===== src/rtl/dtt_pkg.sv =====
// Shared types and sizing for the DTT frame scheduler.
// Provides the frame FSM state enum, window/index widths and a channel
// slice helper used by the channel bank.
package dtt_pkg;

   localparam int unsigned DTT_WIDTH  = 5;
   localparam int unsigned N_CH       = 8;
   localparam int unsigned WINDOW_LEN = (2 ** DTT_WIDTH) - 1;
   localparam int unsigned CH_IDX_W   = $clog2(N_CH);
   localparam int unsigned DATA_W     = N_CH * DTT_WIDTH;

   typedef enum logic [1:0] {
      IDLE = 2'd0,
      LOAD = 2'd1,
      RUN  = 2'd2,
      DONE = 2'd3
   } state_t;

   // Extract channel c's value from a packed frame word.
   function automatic logic [DTT_WIDTH-1:0] ch_val(input logic [DATA_W-1:0] d,
                                                    input int unsigned       c);
      return d[c*DTT_WIDTH +: DTT_WIDTH];
   endfunction

endpackage


===== src/rtl/dtt_frame_ctrl_if.sv =====
// Frame handshake and spike/result bus of the DTT frame scheduler.
// master: frame source / result consumer.  slave: dtt_frame_ctrl.
//   in_valid, in_data, abort          : source -> controller
//   in_ready, spike_vec, spike_valid,
//   tick, frame_done, first_hit,
//   first_ch, first_time              : controller -> consumer
interface dtt_frame_ctrl_if;

   logic                                in_valid;
   logic                                in_ready;
   logic [dtt_pkg::DATA_W-1:0]          in_data;
   logic                                abort;
   logic [dtt_pkg::N_CH-1:0]            spike_vec;
   logic                                spike_valid;
   logic [dtt_pkg::DTT_WIDTH-1:0]       tick;
   logic                                frame_done;
   logic                                first_hit;
   logic [dtt_pkg::CH_IDX_W-1:0]        first_ch;
   logic [dtt_pkg::DTT_WIDTH-1:0]       first_time;

   modport master (
      output in_valid, in_data, abort,
      input  in_ready, spike_vec, spike_valid, tick, frame_done,
             first_hit, first_ch, first_time
   );

   modport slave (
      input  in_valid, in_data, abort,
      output in_ready, spike_vec, spike_valid, tick, frame_done,
             first_hit, first_ch, first_time
   );

endinterface


===== src/rtl/dtt.sv =====
// Single delay-to-time encoder channel.
// Ports: CLK, nRES (sync, active-low), start (load value), value,
//        spike_c (high in the cycle value-1 cycles after the load edge).
// A value of 0 never spikes; each load spikes at most once.
module dtt
   import dtt_pkg::*;
(
   input  logic                 CLK,
   input  logic                 nRES,
   input  logic                 start,
   input  logic [DTT_WIDTH-1:0] value,
   output logic                 spike_c
);

   logic [DTT_WIDTH-1:0] cnt_q;

   // Down-counter parks at zero, so the ==1 decode fires exactly once.
   always_ff @(posedge CLK) begin
      if (!nRES) begin
         cnt_q <= '0;
      end else if (start) begin
         cnt_q <= value;
      end else if (cnt_q != '0) begin
         cnt_q <= cnt_q - DTT_WIDTH'(1);
      end
   end

   assign spike_c = (cnt_q == DTT_WIDTH'(1));

endmodule


===== src/rtl/lsb_prio_enc.sv =====
// Lowest-set-bit priority encoder.
// Ports: vec (request vector), idx_c (index of lowest set bit, 0 if none),
//        any_c (at least one bit set).
module lsb_prio_enc #(
   parameter int unsigned N  = 8,
   parameter int unsigned IW = $clog2(N)
) (
   input  logic [N-1:0]  vec,
   output logic [IW-1:0] idx_c,
   output logic          any_c
);

   // Scan from the top so the lowest set bit is the last one written.
   always_comb begin
      idx_c = '0;
      for (int i = int'(N) - 1; i >= 0; i--) begin
         if (vec[i]) idx_c = IW'(i);
      end
   end

   assign any_c = |vec;

endmodule


===== src/rtl/dtt_frame_ctrl.sv =====
// Frame scheduler for a bank of DTT spike encoders.
// Accepts one frame in IDLE, loads all channels in LOAD, runs a
// WINDOW_LEN-cycle RUN window exposing spikes with a tick stamp, then
// pulses frame_done in DONE and holds the earliest-spike winner.
// Ports: CLK, RES (sync, active-high), bus (dtt_frame_ctrl_if.slave).
module dtt_frame_ctrl
   import dtt_pkg::*;
(
   input  logic             CLK,
   input  logic             RES,
   dtt_frame_ctrl_if.slave  bus
);

   state_t                 state_q;
   state_t                 state_d;
   logic                   start;
   logic [DATA_W-1:0]      data_q;
   logic [DTT_WIDTH-1:0]   tick_q;
   logic                   first_hit_q;
   logic [CH_IDX_W-1:0]    first_ch_q;
   logic [DTT_WIDTH-1:0]   first_time_q;
   logic [N_CH-1:0]        raw_spk;
   logic [CH_IDX_W-1:0]    enc_idx;
   logic                   enc_any;
   logic                   run_last;
   logic                   abort_ok;

   assign run_last = (tick_q == DTT_WIDTH'(WINDOW_LEN - 1));
   assign abort_ok = bus.abort && ((state_q == LOAD) || (state_q == RUN));

   // State register.
   always_ff @(posedge CLK) begin
      if (RES) state_q <= IDLE;
      else     state_q <= state_d;
   end

   // Next-state and channel load strobe.
   always_comb begin
      state_d = state_q;
      start   = 1'b0;
      case (state_q)
         IDLE: if (bus.in_valid) state_d = LOAD;
         LOAD: begin
            start   = 1'b1;
            state_d = bus.abort ? IDLE : RUN;
         end
         RUN: begin
            if (bus.abort)    state_d = IDLE;
            else if (run_last) state_d = DONE;
         end
         DONE:    state_d = IDLE;
         default: state_d = IDLE;
      endcase
   end

   // Frame capture, tick counter and winner registers.
   always_ff @(posedge CLK) begin
      if (RES) begin
         data_q       <= '0;
         tick_q       <= '0;
         first_hit_q  <= 1'b0;
         first_ch_q   <= '0;
         first_time_q <= '0;
      end else begin
         if ((state_q == IDLE) && bus.in_valid) data_q <= bus.in_data;

         if ((state_q == RUN) && (state_d == RUN)) tick_q <= tick_q + DTT_WIDTH'(1);
         else                                      tick_q <= '0;

         // A new frame or an abort wipes the previous winner.
         if (((state_q == IDLE) && bus.in_valid) || abort_ok) begin
            first_hit_q  <= 1'b0;
            first_ch_q   <= '0;
            first_time_q <= '0;
         end else if ((state_q == RUN) && !first_hit_q && enc_any) begin
            first_hit_q  <= 1'b1;
            first_ch_q   <= enc_idx;
            first_time_q <= tick_q;
         end
      end
   end

   // Channel bank; LOAD overwrites every channel, so residue after abort is harmless.
   for (genvar c = 0; c < N_CH; c++) begin : g_ch
      dtt u_dtt (
         .CLK     (CLK),
         .nRES    (~RES),
         .start   (start),
         .value   (ch_val(data_q, c)),
         .spike_c (raw_spk[c])
      );
   end

   lsb_prio_enc #(
      .N  (N_CH),
      .IW (CH_IDX_W)
   ) u_enc (
      .vec   (raw_spk),
      .idx_c (enc_idx),
      .any_c (enc_any)
   );

   // All outputs decode from registered state only.
   assign bus.in_ready    = (state_q == IDLE);
   assign bus.spike_valid = (state_q == RUN);
   assign bus.spike_vec   = (state_q == RUN) ? raw_spk : '0;
   assign bus.tick        = tick_q;
   assign bus.frame_done  = (state_q == DONE);
   assign bus.first_hit   = first_hit_q;
   assign bus.first_ch    = first_ch_q;
   assign bus.first_time  = first_time_q;

endmodule

===== src/flat_wrapper.sv =====
// flat-port wrapper written by rule: the top's interface ports become plain ports
module dtt_frame_ctrl_flat import dtt_pkg::*;
  (CLK, RES, bus_in_valid, bus_in_data, bus_abort, bus_in_ready, bus_spike_vec, bus_spike_valid, bus_tick, bus_frame_done, bus_first_hit, bus_first_ch, bus_first_time);
  dtt_frame_ctrl_if bus_i ();
  input  logic CLK;
  input  logic RES;
  input wire logic [$bits(bus_i.in_valid)-1:0] bus_in_valid;
  input wire logic [$bits(bus_i.in_data)-1:0] bus_in_data;
  input wire logic [$bits(bus_i.abort)-1:0] bus_abort;
  output wire logic [$bits(bus_i.in_ready)-1:0] bus_in_ready;
  output wire logic [$bits(bus_i.spike_vec)-1:0] bus_spike_vec;
  output wire logic [$bits(bus_i.spike_valid)-1:0] bus_spike_valid;
  output wire logic [$bits(bus_i.tick)-1:0] bus_tick;
  output wire logic [$bits(bus_i.frame_done)-1:0] bus_frame_done;
  output wire logic [$bits(bus_i.first_hit)-1:0] bus_first_hit;
  output wire logic [$bits(bus_i.first_ch)-1:0] bus_first_ch;
  output wire logic [$bits(bus_i.first_time)-1:0] bus_first_time;
  assign bus_i.in_valid = bus_in_valid;
  assign bus_i.in_data = bus_in_data;
  assign bus_i.abort = bus_abort;
  assign bus_in_ready = bus_i.in_ready;
  assign bus_spike_vec = bus_i.spike_vec;
  assign bus_spike_valid = bus_i.spike_valid;
  assign bus_tick = bus_i.tick;
  assign bus_frame_done = bus_i.frame_done;
  assign bus_first_hit = bus_i.first_hit;
  assign bus_first_ch = bus_i.first_ch;
  assign bus_first_time = bus_i.first_time;
  dtt_frame_ctrl u_core (.CLK(CLK), .RES(RES), .bus(bus_i));
endmodule

===== config.mk =====
export PLATFORM = sky130hd
export DESIGN_NAME = dtt_frame_ctrl_flat
export DESIGN_NICKNAME = d
export VERILOG_FILES = /design/src/rtl/dtt_pkg.sv /design/src/rtl/dtt_frame_ctrl_if.sv /design/src/rtl/dtt.sv /design/src/rtl/lsb_prio_enc.sv /design/src/rtl/dtt_frame_ctrl.sv /design/src/flat_wrapper.sv
export SDC_FILE = /design/constraint.sdc
export NUM_CORES = 1
export LEC_CHECK = 0
export ABC_CLOCK_PERIOD_IN_PS = 4760
export BUFFER_PORTS_ARGS = -buffer_cell sky130_fd_sc_hd__buf_4
export CAP_MARGIN = 25
export CORE_MARGIN = 5
export CORE_UTILIZATION = 60
export DETAILED_ROUTE_END_ITERATION = 6
export PLACE_DENSITY = 0.83
export SYNTH_ARGS = -nofsm -noshare
export SYNTH_HDL_FRONTEND = slang
export SYNTH_SLANG_ARGS = --single-unit

===== constraint.sdc =====
create_clock -name CLK -period 4.76 [get_ports CLK]
set_clock_uncertainty 0.1 [all_clocks]
set_input_delay 0.952 -clock CLK [delete_from_list [all_inputs] [get_ports CLK]]
set_output_delay 0.952 -clock CLK [all_outputs]
set_load 0.01 [all_outputs]

==> impl_metrics.env, run 1 <==
export IMPL_grt_setup_unrepaired="false"
export IMPL_synth_distinct_cells=40
export IMPL_pwr_density_cell_mw_per_mm2=497.9
export IMPL_multiInputGateArea_mm2=0.002589
export IMPL_cts_buffer_depth=2
export IMPL_busiest_layer="met2"
export IMPL_timing_final_crit_share_pct=60.04
export IMPL_placementRows=32
export IMPL_power_mw=2.723
export IMPL_area_delta_synth_final_pct=16.90
export IMPL_pre_cts_slack_ns=2.297
export IMPL_clk_latency_ns=0.36
export IMPL_final_max_slew_viol_count=0
export IMPL_crit_fanout=4
export IMPL_seqPwrFrac_pct=39.3
export IMPL_gp_congestion=0.7912
export IMPL_status="complete, no violations"
export IMPL_synth_area_mm2=0.004679
export IMPL_internal_power_mw=1.748
export IMPL_grt_antenna_before_repair=0
export IMPL_p_sw_mw=0.9752
export IMPL_async_flop_share_pct=0
export IMPL_ctsHtreeMaxLevel=3
export IMPL_ff_latch_area_mm2=0.001922
export IMPL_initial_core_util_pct=61.19
export IMPL_diodes=0
export IMPL_min_period_ns=2.858
export IMPL_die_x_um=98.31
export IMPL_finalSetupViolCount=0
export IMPL_ys_top_cells_by_area="dfxtp_1 (41%), ha_1 (8.0%), nand2_1 (7.5%)"
export IMPL_max_freq_mhz=349.9
export IMPL_postPlaceCellArea_mm2=0.005254
export IMPL_comb_power_share_pct=40.2
export IMPL_grt_pass1_vias=3651
export IMPL_cts_resized=0
export IMPL_ios=69
export IMPL_yosysSeqAreaShare_pct=41.07
export IMPL_layout_common_cells="dfxtp_1 (96), nand2_1 (93), buf_4 (71)"
export IMPL_synth_edf_count=0
export IMPL_post_route_drc_count=0
export IMPL_io_buffers=68
export IMPL_cts_setup_buffers=0
export IMPL_synth_avg_cell_area_um2=8.602
export IMPL_hold_viol=0
export IMPL_synth_top_area_share_pct=41.07
export IMPL_firstDrtPassIters=4
export IMPL_cts_tree="yes"
export IMPL_ys_flop_type="dfxtp_1"
export IMPL_met3_usage_pct=5.071
export IMPL_vias_per_cell=5.399
export IMPL_slew_headroom_pct=47.34
export IMPL_avgRoutedWirePerCell_um=13.76
export IMPL_dieArea_mm2=0.009665
export IMPL_yosysWarnings=0
export IMPL_fin_tns_setup_ns=0
export IMPL_finalWirelength_um=9770
export IMPL_vias=3833
export IMPL_pwr_share_clk_pct=20.5
export IMPL_hp_class="flop to flop"
export IMPL_groute_layer_met1_usage_pct=25.82
export IMPL_ant_nets=0
export IMPL_dpl_hpwl_um=6918
export IMPL_clk_pin_slew_ns=0.09
export IMPL_swShare_pct=35.81
export IMPL_ys_ff_latch=96
export IMPL_ir_worst_vdd_v=0.0002776
export IMPL_overflow=0
export IMPL_grtUsageTotal_pct=20.40
export IMPL_final_common_cell="dfxtp_1"
export IMPL_crit_path_end_kind="primary output"
export IMPL_core_area_mm2=0.007647
export IMPL_path_cells="inv_1 > ha_1 > or4b_1 > nor2_1 > buf_4"
export IMPL_drt_iter0_drc=167
export IMPL_maxCapViolations=0
export IMPL_arrival_ns=1.81
export IMPL_n_fill_cell=607
export IMPL_cp_required_ns=3.71
export IMPL_grt_max_degree=68
export IMPL_fin_nets=677
export IMPL_die_height_um=98.31
export IMPL_p_leak_nw=2.314
export IMPL_final_cell_area_mm2=0.005470
export IMPL_layout_drive_gt1_share_pct=15.95
export IMPL_slowest_stage="or4b_1"
export IMPL_grt_pass1_wl_um=16530
export IMPL_cts_hold_fix_buffers=0
export IMPL_startpoint_type="flop"
export IMPL_clock_sinks=96
export IMPL_grt_met2_usage_pct=34.69
export IMPL_max_stage_delay_ns=0.56
export IMPL_worstSetupPathType="flop to primary output"
export IMPL_postSynthCellCount=544
export IMPL_synth_fp_nets=618
export IMPL_setup_slack_ns=1.902
export IMPL_cts_buffers_inserted=9
export IMPL_worstMarginPinSlew_ns=0.7899
export IMPL_synth_area_leader_cell="dfxtp_1"
export IMPL_cts_root_buf="clkbuf_8"
-- cell usage after synthesis, types with 2 or more instances --
cell      count
inv_1        22
nor2_1       57
nand3_1       8
nor2b_1       2
ha_1         30
or4b_4        2
buf_2         2
xor2_1       18
or4b_1       12
nor4b_1       5
nor3_1       16
xnor2_1      17
and2_1        4
a211o_1       8
o21bai_1      8
dfxtp_1      96
nand2_1      93
clkbuf_1     21
o21ai_0       6
o21ai_1       2
a21oi_1      64
o21a_1        2
mux2i_1      24
nor3b_1       9
-- cell type report --
type                       instances  share of cell area (%)
multi-input combinational        403                   47.32
sequential                        96                   35.13
clock buffer                      12                   3.019
timing repair buffer              71                   9.744
tap                              102                   2.333
inverter                          22                   1.510
clock inverter                     4                  0.9378
-- logic make-up after synthesis --
| kind of cell | Yosys count | synth area share (%) |
|---|---|---|
| AO/OA/AOI/OAI | 101 | 13.58 |
| XOR/XNOR | 35 | 6.551 |
| adder cells (fa/ha/maj) | 30 | 8.021 |
| buffers and inverters | 45 | 3.663 |
| flip-flops | 96 | 41.07 |
| multiplexers | 24 | 5.134 |
| AND/OR/NAND/NOR | 213 | 21.98 |
-- power by group through the flow --
stage	clock network (mW)	registers (mW)	logic [mW]
after floorplan	0	1.05	0.885
after global placement	0	1.07	1.04
after detailed placement	0	1.09	1.08
after CTS	0.574	1.07	1.10
after global routing	0.612	1.09	1.24
final	0.559	1.07	1.09
-- through the flow --
stage | cells | util, % | hold slack [ns]
CTS | 710 | 71.53 | 0.3567
finish | 710 | 71.53 | 0.3515
global route | 710 | 71.53 | 0.3719
detailed placement | 694 | 68.70 | 0.3443
global placement | 694 | 68.70 | 0.3433
floorplan | 544 | - | 0.3321
-- path summary, 6_finish.rpt --
check | from | endpoint | slack [ns] | depth (start not counted)
worst max-delay path | u_core.g_ch[2].u_dtt.cnt_q[1] | bus_spike_vec[2] | 1.90 | 5
worst min-delay path | u_core.data_q[16] | u_core.g_ch[3].u_dtt.cnt_q[1] | 0.35 | 2
worst max register to register | u_core.g_ch[6].u_dtt.cnt_q[1] | u_core.bus.first_hit | 2.73 | 6
worst min register to register | u_core.data_q[16] | u_core.g_ch[3].u_dtt.cnt_q[1] | 0.35 | 2
-- critical path, delay by kind of cell (launching register included) --
family        cells  cell delay, ns
flops             1            0.33
fa+ha+maj         1            0.17
buf+inv           2            0.24
simple gates      2            0.72
-- registers in the layout, indices dropped and copies added (netlist names) --
| signal | count |
|---|---|
| u_core.g_ch.u_dtt.cnt_q | 40 |
| u_core.bus.tick | 5 |
| u_core.state_q | 2 |
| u_core.data_q | 40 |
| u_core.bus.first_hit | 1 |
| u_core.bus.first_ch | 3 |
| u_core.bus.first_time | 5 |
-- metal layers --
metal	up-vias	share of wire [%]
met5	-	0
met4	0	0.89
met3	10	4.6
met2	69	48
met1	1793	46
li1	1961	-
Note: power is estimated with default switching activity, not from simulation.
==> run 2: changes to the inputs <==
- ABC_CLOCK_PERIOD_IN_PS: 4760 -> 2400
- CORE_UTILIZATION: 60 -> 51
- PLACE_DENSITY: 0.83 -> 0.75
- clock period: 4.76 -> 2.4 ns (I/O delays scaled with it)
==> run 2 against run 1 <==
  * Sequential cell count unchanged
  * Die area increased by 16%
  * Via count increased by 0.60%
  * Count of clock-buffer cells in the layout decreased by 2
  * Register-to-register slack got worse by 2.3 ns
  * Power increased by 100%
  * Cell area increased by 1.9%
  * Routed wire length increased by 1.1%
  * Combinational power increased by 100%
  * Setup slack got worse by 1.8 ns
  * Critical endpoint is now bus_spike_vec[6]
  * Largest power group unchanged
==> impl_metrics.env, run 2 (synthesized netlist as in run 1, its figures left out) <==
export IMPL_status="complete, no violations"
export IMPL_cts_tree="yes"
export IMPL_ant_nets=0
export IMPL_final_max_slew_viol_count=0
export IMPL_clk_pin_slew_ns=0.10
export IMPL_core_area_mm2=0.009109
export IMPL_grt_max_degree=66
export IMPL_drt_iter0_drc=153
export IMPL_area_delta_synth_final_pct=19.12
export IMPL_timing_final_crit_share_pct=95.95
export IMPL_cts_buffer_depth=2
export IMPL_diodes=0
export IMPL_cp_required_ns=1.82
export IMPL_firstDrtPassIters=4
export IMPL_dpl_hpwl_um=7072
export IMPL_ios=69
export IMPL_maxCapViolations=0
export IMPL_p_leak_nw=2.350
export IMPL_cts_hold_fix_buffers=0
export IMPL_pwr_density_cell_mw_per_mm2=988.6
export IMPL_initial_core_util_pct=51.37
export IMPL_finalWirelength_um=9873
export IMPL_ir_worst_vdd_v=0.0003958
export IMPL_grt_antenna_before_repair=0
export IMPL_hold_viol=0
export IMPL_cts_setup_buffers=0
export IMPL_overflow=0
export IMPL_cts_resized=2
export IMPL_grtUsageTotal_pct=18.19
export IMPL_finalSetupViolCount=0
export IMPL_io_buffers=68
export IMPL_clock_sinks=96
export IMPL_fin_nets=682
export IMPL_die_height_um=105.8
export IMPL_placementRows=35
export IMPL_worstSetupPathType="flop to primary output"
export IMPL_layout_drive_gt1_share_pct=17.13
export IMPL_cp_startpoint="u_core.g_ch[6].u_dtt.cnt_q[1]"
export IMPL_pre_cts_slack_ns=0.3811
export IMPL_reg_largest_list="u_core.data_q (40), u_core.g_ch.u_dtt.cnt_q (40)"
export IMPL_worstMarginPinSlew_ns=0.7035
export IMPL_die_x_um=105.8
export IMPL_gp_congestion=0.8233
export IMPL_fin_tns_setup_ns=0
export IMPL_post_route_drc_count=0
export IMPL_vias_per_cell=5.326
export IMPL_crit_fanout=3
export IMPL_hp_class="input port to flop"
export IMPL_hp_start="bus_in_data[27]"
export IMPL_cts_root_buf="clkbuf_8"
export IMPL_crit_path_end_kind="primary output"
export IMPL_setup_slack_ns=0.09715
export IMPL_grt_pass1_vias=3684
export IMPL_worstReg2RegStart="u_core.g_ch[6].u_dtt.cnt_q[1]"
export IMPL_ctsHtreeMaxLevel=3
export IMPL_grt_setup_unrepaired="false"
export IMPL_cts_buffers_inserted=9
export IMPL_final_common_cell="dfxtp_1"
export IMPL_grt_pass1_wl_um=16750
export IMPL_layout_common_cells="dfxtp_1 (96), nand2_1 (93), buf_4 (74)"
export IMPL_clk_latency_ns=0.37
export IMPL_max_freq_mhz=434.2
export IMPL_slew_headroom_pct=52.44
export IMPL_startpoint_type="flop"
export IMPL_vias=3856
export IMPL_dieArea_mm2=0.01119
export IMPL_r2r_setup_slack_ns=0.39
export IMPL_avgRoutedWirePerCell_um=13.64
export IMPL_min_period_ns=2.303
export IMPL_arrival_ns=1.72
[run 2: path summary, 6_finish.rpt]
kind,to,cells after the start
setup reg to reg,u_core.bus.first_time[2],6
hold / removal,u_core.data_q[27],3
setup / recovery,bus_spike_vec[6],5
hold reg to reg,u_core.g_ch[1].u_dtt.cnt_q[1],2
[run 2: cell type report]
cell class / instances / area, µm²
fillers: 797 / 3535
multi-input cells: 403 / 2615
flip-flops and latches: 96 / 1922
repair buffers: 76 / 595.6
well taps: 111 / 138.9
clock buffers: 10 / 127.6
clock inverters: 6 / 92.59
inverters: 22 / 82.58
[run 2: per-stage QoR]
stage | hold slack [ns] | power (mW) | cell area (µm²) | cells | util [%]
2_1_floorplan | 0.3321 | 3.844 | 4679 | 544 | -
3_3_place_gp | 0.3384 | 4.217 | 5328 | 708 | 58.49
3_5_place_dp | 0.3472 | 4.327 | 5328 | 708 | 58.49
4_1_cts | 0.2345 | 5.514 | 5554 | 724 | 60.98
5_1_grt | 0.2429 | 5.954 | 5574 | 724 | 61.20
6_report | 0.2472 | 5.510 | 5574 | 724 | 61.20
[run 2: layer usage]
metal,up-vias,wire (µm),share of wire [%],GRT usage (%)
met3,12,480,4.9,3.613
met2,83,4599,47,30.15
met5,-,0,0,0
met4,0,149,1.5,6.568
li1,1976,-,-,-
met1,1785,4644,47,23.51
[run 2: report_power, final]
part / internal (mW) / switching (mW)
registers: 1.87 / 0.258
logic: 1.08 / 1.14
clock network: 0.593 / 0.575
[run 2: worst max-delay path, cell delays in order, from the launching register on]
cell	delay, ns
dfxtp_1	0.33
inv_1	0.10
ha_1	0.16
or4b_1	0.52
nor2_1	0.12
buf_4	0.13
==> run 3: changes to the inputs <==
- CTS_CLUSTER_SIZE: unset -> 30
- SYNTH_HIERARCHICAL: unset -> 1
==> run 3 against run 2 <==
  * Synthesized cell count is the same
  * Critical path type unchanged
  * Count of clock-buffer cells in the layout grew 3
  * Register-to-register slack lost 0.20 ns
  * Synthesized area shrank 0.96%
  * Die area shrank 0.88%
  * Critical path depth is the same
  * Final cell count shrank 0.41%
  * Largest cell class unchanged
  * Largest power group is now registers
  * Power shrank 18%
==> impl_metrics.env, run 3 <==
export IMPL_yosysSeqAreaShare_pct=41.47
export IMPL_cts_hold_fix_buffers=0
export IMPL_hp_class="input port to flop"
export IMPL_timing_final_crit_share_pct=93.57
export IMPL_synth_compound_gate_area_share_pct=12.01
export IMPL_cts_buffers_inserted=9
export IMPL_grt_setup_unrepaired="false"
export IMPL_instances_no_fill=721
export IMPL_avgRoutedWirePerCell_um=13.88
export IMPL_internal_power_mw=3.049
export IMPL_synth_fa_ha_area_share_pct=5.940
export IMPL_swShare_pct=32.77
export IMPL_cts_buffer_depth=2
export IMPL_max_freq_mhz=445.3
export IMPL_reg_largest_list="u_core/data_q (40), u_core/g_ch.u_dtt/cnt_q (40)"
export IMPL_n_fill_cell=785
export IMPL_fin_tns_setup_ns=0
export IMPL_synth_area_leader_cell="dfxtp_1"
export IMPL_postSynthCellCount=544
export IMPL_diodes=0
export IMPL_synth_most_common_cell="nand2_1"
export IMPL_ios=69
export IMPL_pwr_share_clk_pct=22.3
export IMPL_synth_xor_area_share_pct=3.591
export IMPL_core_area_mm2=0.008806
export IMPL_vias_per_cell=5.520
export IMPL_cp_required_ns=1.82
export IMPL_synth_distinct_cells=37
export IMPL_grt_max_degree=97
export IMPL_synth_avg_cell_area_um2=8.519
export IMPL_synth_fp_nets=610
export IMPL_p_sw_mw=1.486
export IMPL_path_cells="inv_1 > ha_1 > buf_4 > and2_1 > buf_4"
export IMPL_seqPwrFrac_pct=44.5
export IMPL_die_height_um=105.3
export IMPL_hold_viol=0
export IMPL_crit_fanout=12
export IMPL_ys_top_cells_by_area="dfxtp_1 (41%), nand2_1 (8.0%), a21oi_1 (6.5%)"
export IMPL_synth_mux_area_share_pct=1.728
export IMPL_comb_power_share_pct=33.2
export IMPL_startpoint_type="flop"
export IMPL_synth_area_mm2=0.004634
export IMPL_max_stage_delay_ns=0.44
export IMPL_firstDrtPassIters=5
export IMPL_dp_cells=704
export IMPL_die_x_um=105.3
export IMPL_final_common_cell="nand2_1"
export IMPL_async_flop_share_pct=0
export IMPL_ir_worst_vdd_v=0.0003786
export IMPL_slew_headroom_pct=50.71
export IMPL_worstMarginPinSlew_ns=0.7393
export IMPL_gp_congestion=0.8385
export IMPL_p_leak_nw=2.274
export IMPL_io_buffers=68
export IMPL_synth_edf_count=0
export IMPL_status="complete, no violations"
export IMPL_finalWirelength_um=10010
export IMPL_fin_nets=674
export IMPL_ctsHtreeMaxLevel=3
export IMPL_drt_iter0_drc=184
export IMPL_cts_tree="yes"
export IMPL_cts_root_buf="clkbuf_8"
export IMPL_pwr_density_cell_mw_per_mm2=827.1
export IMPL_ys_ff_latch=96
export IMPL_layout_drive_gt1_share_pct=16.80
export IMPL_synth_top_family_by_area="simple AND/OR/NAND/NOR gates"
export IMPL_finalSetupViolCount=0
export IMPL_arrival_ns=1.67
export IMPL_clock_sinks=96
export IMPL_initial_core_util_pct=52.63
export IMPL_layout_common_cells="nand2_1 (99), dfxtp_1 (96), buf_4 (75)"
export IMPL_overflow=0
export IMPL_utilization_pct=62.26
export IMPL_ys_flop_type="dfxtp_1"
export IMPL_grt_antenna_before_repair=0
export IMPL_area_delta_synth_final_pct=18.30
export IMPL_ant_nets=0
export IMPL_clk_latency_ns=0.35
export IMPL_synthTopCellsByCount="nand2_1 (99), dfxtp_1 (96), a21oi_1 (60), nand3_1 (43), inv_1 (37)"
export IMPL_post_route_drc_count=0
export IMPL_worstSetupPathType="flop to primary output"
export IMPL_synthSimpleGateAreaFrac_pct=29.99
export IMPL_slowest_stage="dfxtp_1"
export IMPL_final_max_slew_viol_count=0
export IMPL_clk_pin_slew_ns=0.09
export IMPL_synth_top_area_share_pct=41.47
export IMPL_crit_top_cell="buf_4"
export IMPL_grtUsageTotal_pct=18.48
export IMPL_crit_path_end_kind="primary output"
export IMPL_min_period_ns=2.246
export IMPL_grt_pass1_vias=3771
export IMPL_yosysWarnings=6
export IMPL_dieArea_mm2=0.01109
export IMPL_vias=3980
export IMPL_placementRows=34
export IMPL_grt_pass1_wl_um=17200
export IMPL_dpl_hpwl_um=7057
export IMPL_maxCapViolations=0
==> run 3: through the flow <==
step	total power [mW]	instance area [µm²]	hold WS [ns]	setup WS [ns]
6_report	4.535	5483	0.2608	0.1542
5_1_grt	4.876	5483	0.2417	0.06112
4_1_cts	4.568	5455	0.2397	0.06883
3_5_place_dp	3.544	5274	0.3487	0.1015
3_3_place_gp	3.497	5274	0.3447	0.3009
2_1_floorplan	3.206	4634	0.3364	0.1415
==> run 3: worst max-delay path, delay by kind of cell, from the launching register on <==
| kind | cells | cell delay, ns |
|---|---|---|
| adders and majority gates | 1 | 0.24 |
| buffers and inverters | 3 | 0.46 |
| DFF | 1 | 0.44 |
| and+or+nand+nor | 1 | 0.17 |
==> run 3: kinds of logic (layout without fill, tap and decap cells) <==
logic type | Yosys count | count (layout)
DFF | 96 | 96
muxes | 8 | 8
xor gates and xnor gates | 19 | 19
and+or+nand+nor | 246 | 246
adders and majority gates | 22 | 22
buffers and inverters | 63 | 132
AOI/OAI and AO/OA | 90 | 90
==> run 3: routing by layer <==
| metal | up-vias | routed length (µm) | track usage, % |
|---|---|---|---|
| li1 | 2018 | - | - |
| met1 | 1839 | 4750 | 24.85 |
| met2 | 106 | 4503 | 28.96 |
| met3 | 17 | 538 | 3.362 |
| met4 | 0 | 217 | 8.247 |
| met5 | - | 0 | 0 |
==> run 3: path summary, 6_finish.rpt <==
check	slack (ns)	from	end	depth (start not counted)
worst min register to register	0.36	u_core/data_q[15]	u_core/data_q[15]	2
worst max register to register	0.19	u_core/state_q[0]	u_core/bus.tick[0]	5
worst min-delay path	0.26	RES	u_core/data_q[9]	2
worst max-delay path	0.15	u_core/state_q[0]	bus_spike_vec[5]	5
==> run 3: layout make-up <==
type,count,area [µm²],share of cell area (%)
multi-input combinational,385,2479,45.21
clock buffer,13,138.9,2.533
inverter,38,142.6,2.602
tap,108,135.1,2.465
timing repair buffer,78,623.1,11.36
clock inverter,3,42.54,0.7759
sequential,96,1922,35.05
==> run 3: timing repair <==
item                                    CTS  global route
setup buffers                             0             1
gates resized for setup                   0             2
endpoints found under the setup margin    0             4
==> run 3: power by group through the flow <==
| stage | registers (mW) | logic (mW) | clock network [mW] |
|---|---|---|---|
| 2_1_floorplan | 2.01 | 1.20 | 0 |
| 3_3_place_gp | 2.04 | 1.46 | 0 |
| 3_5_place_dp | 2.05 | 1.49 | 0 |
| 4_1_cts | 2.02 | 1.51 | 1.04 |
| 6_report | 2.02 | 1.51 | 1.01 |
| 5_1_grt | 2.05 | 1.71 | 1.11 |
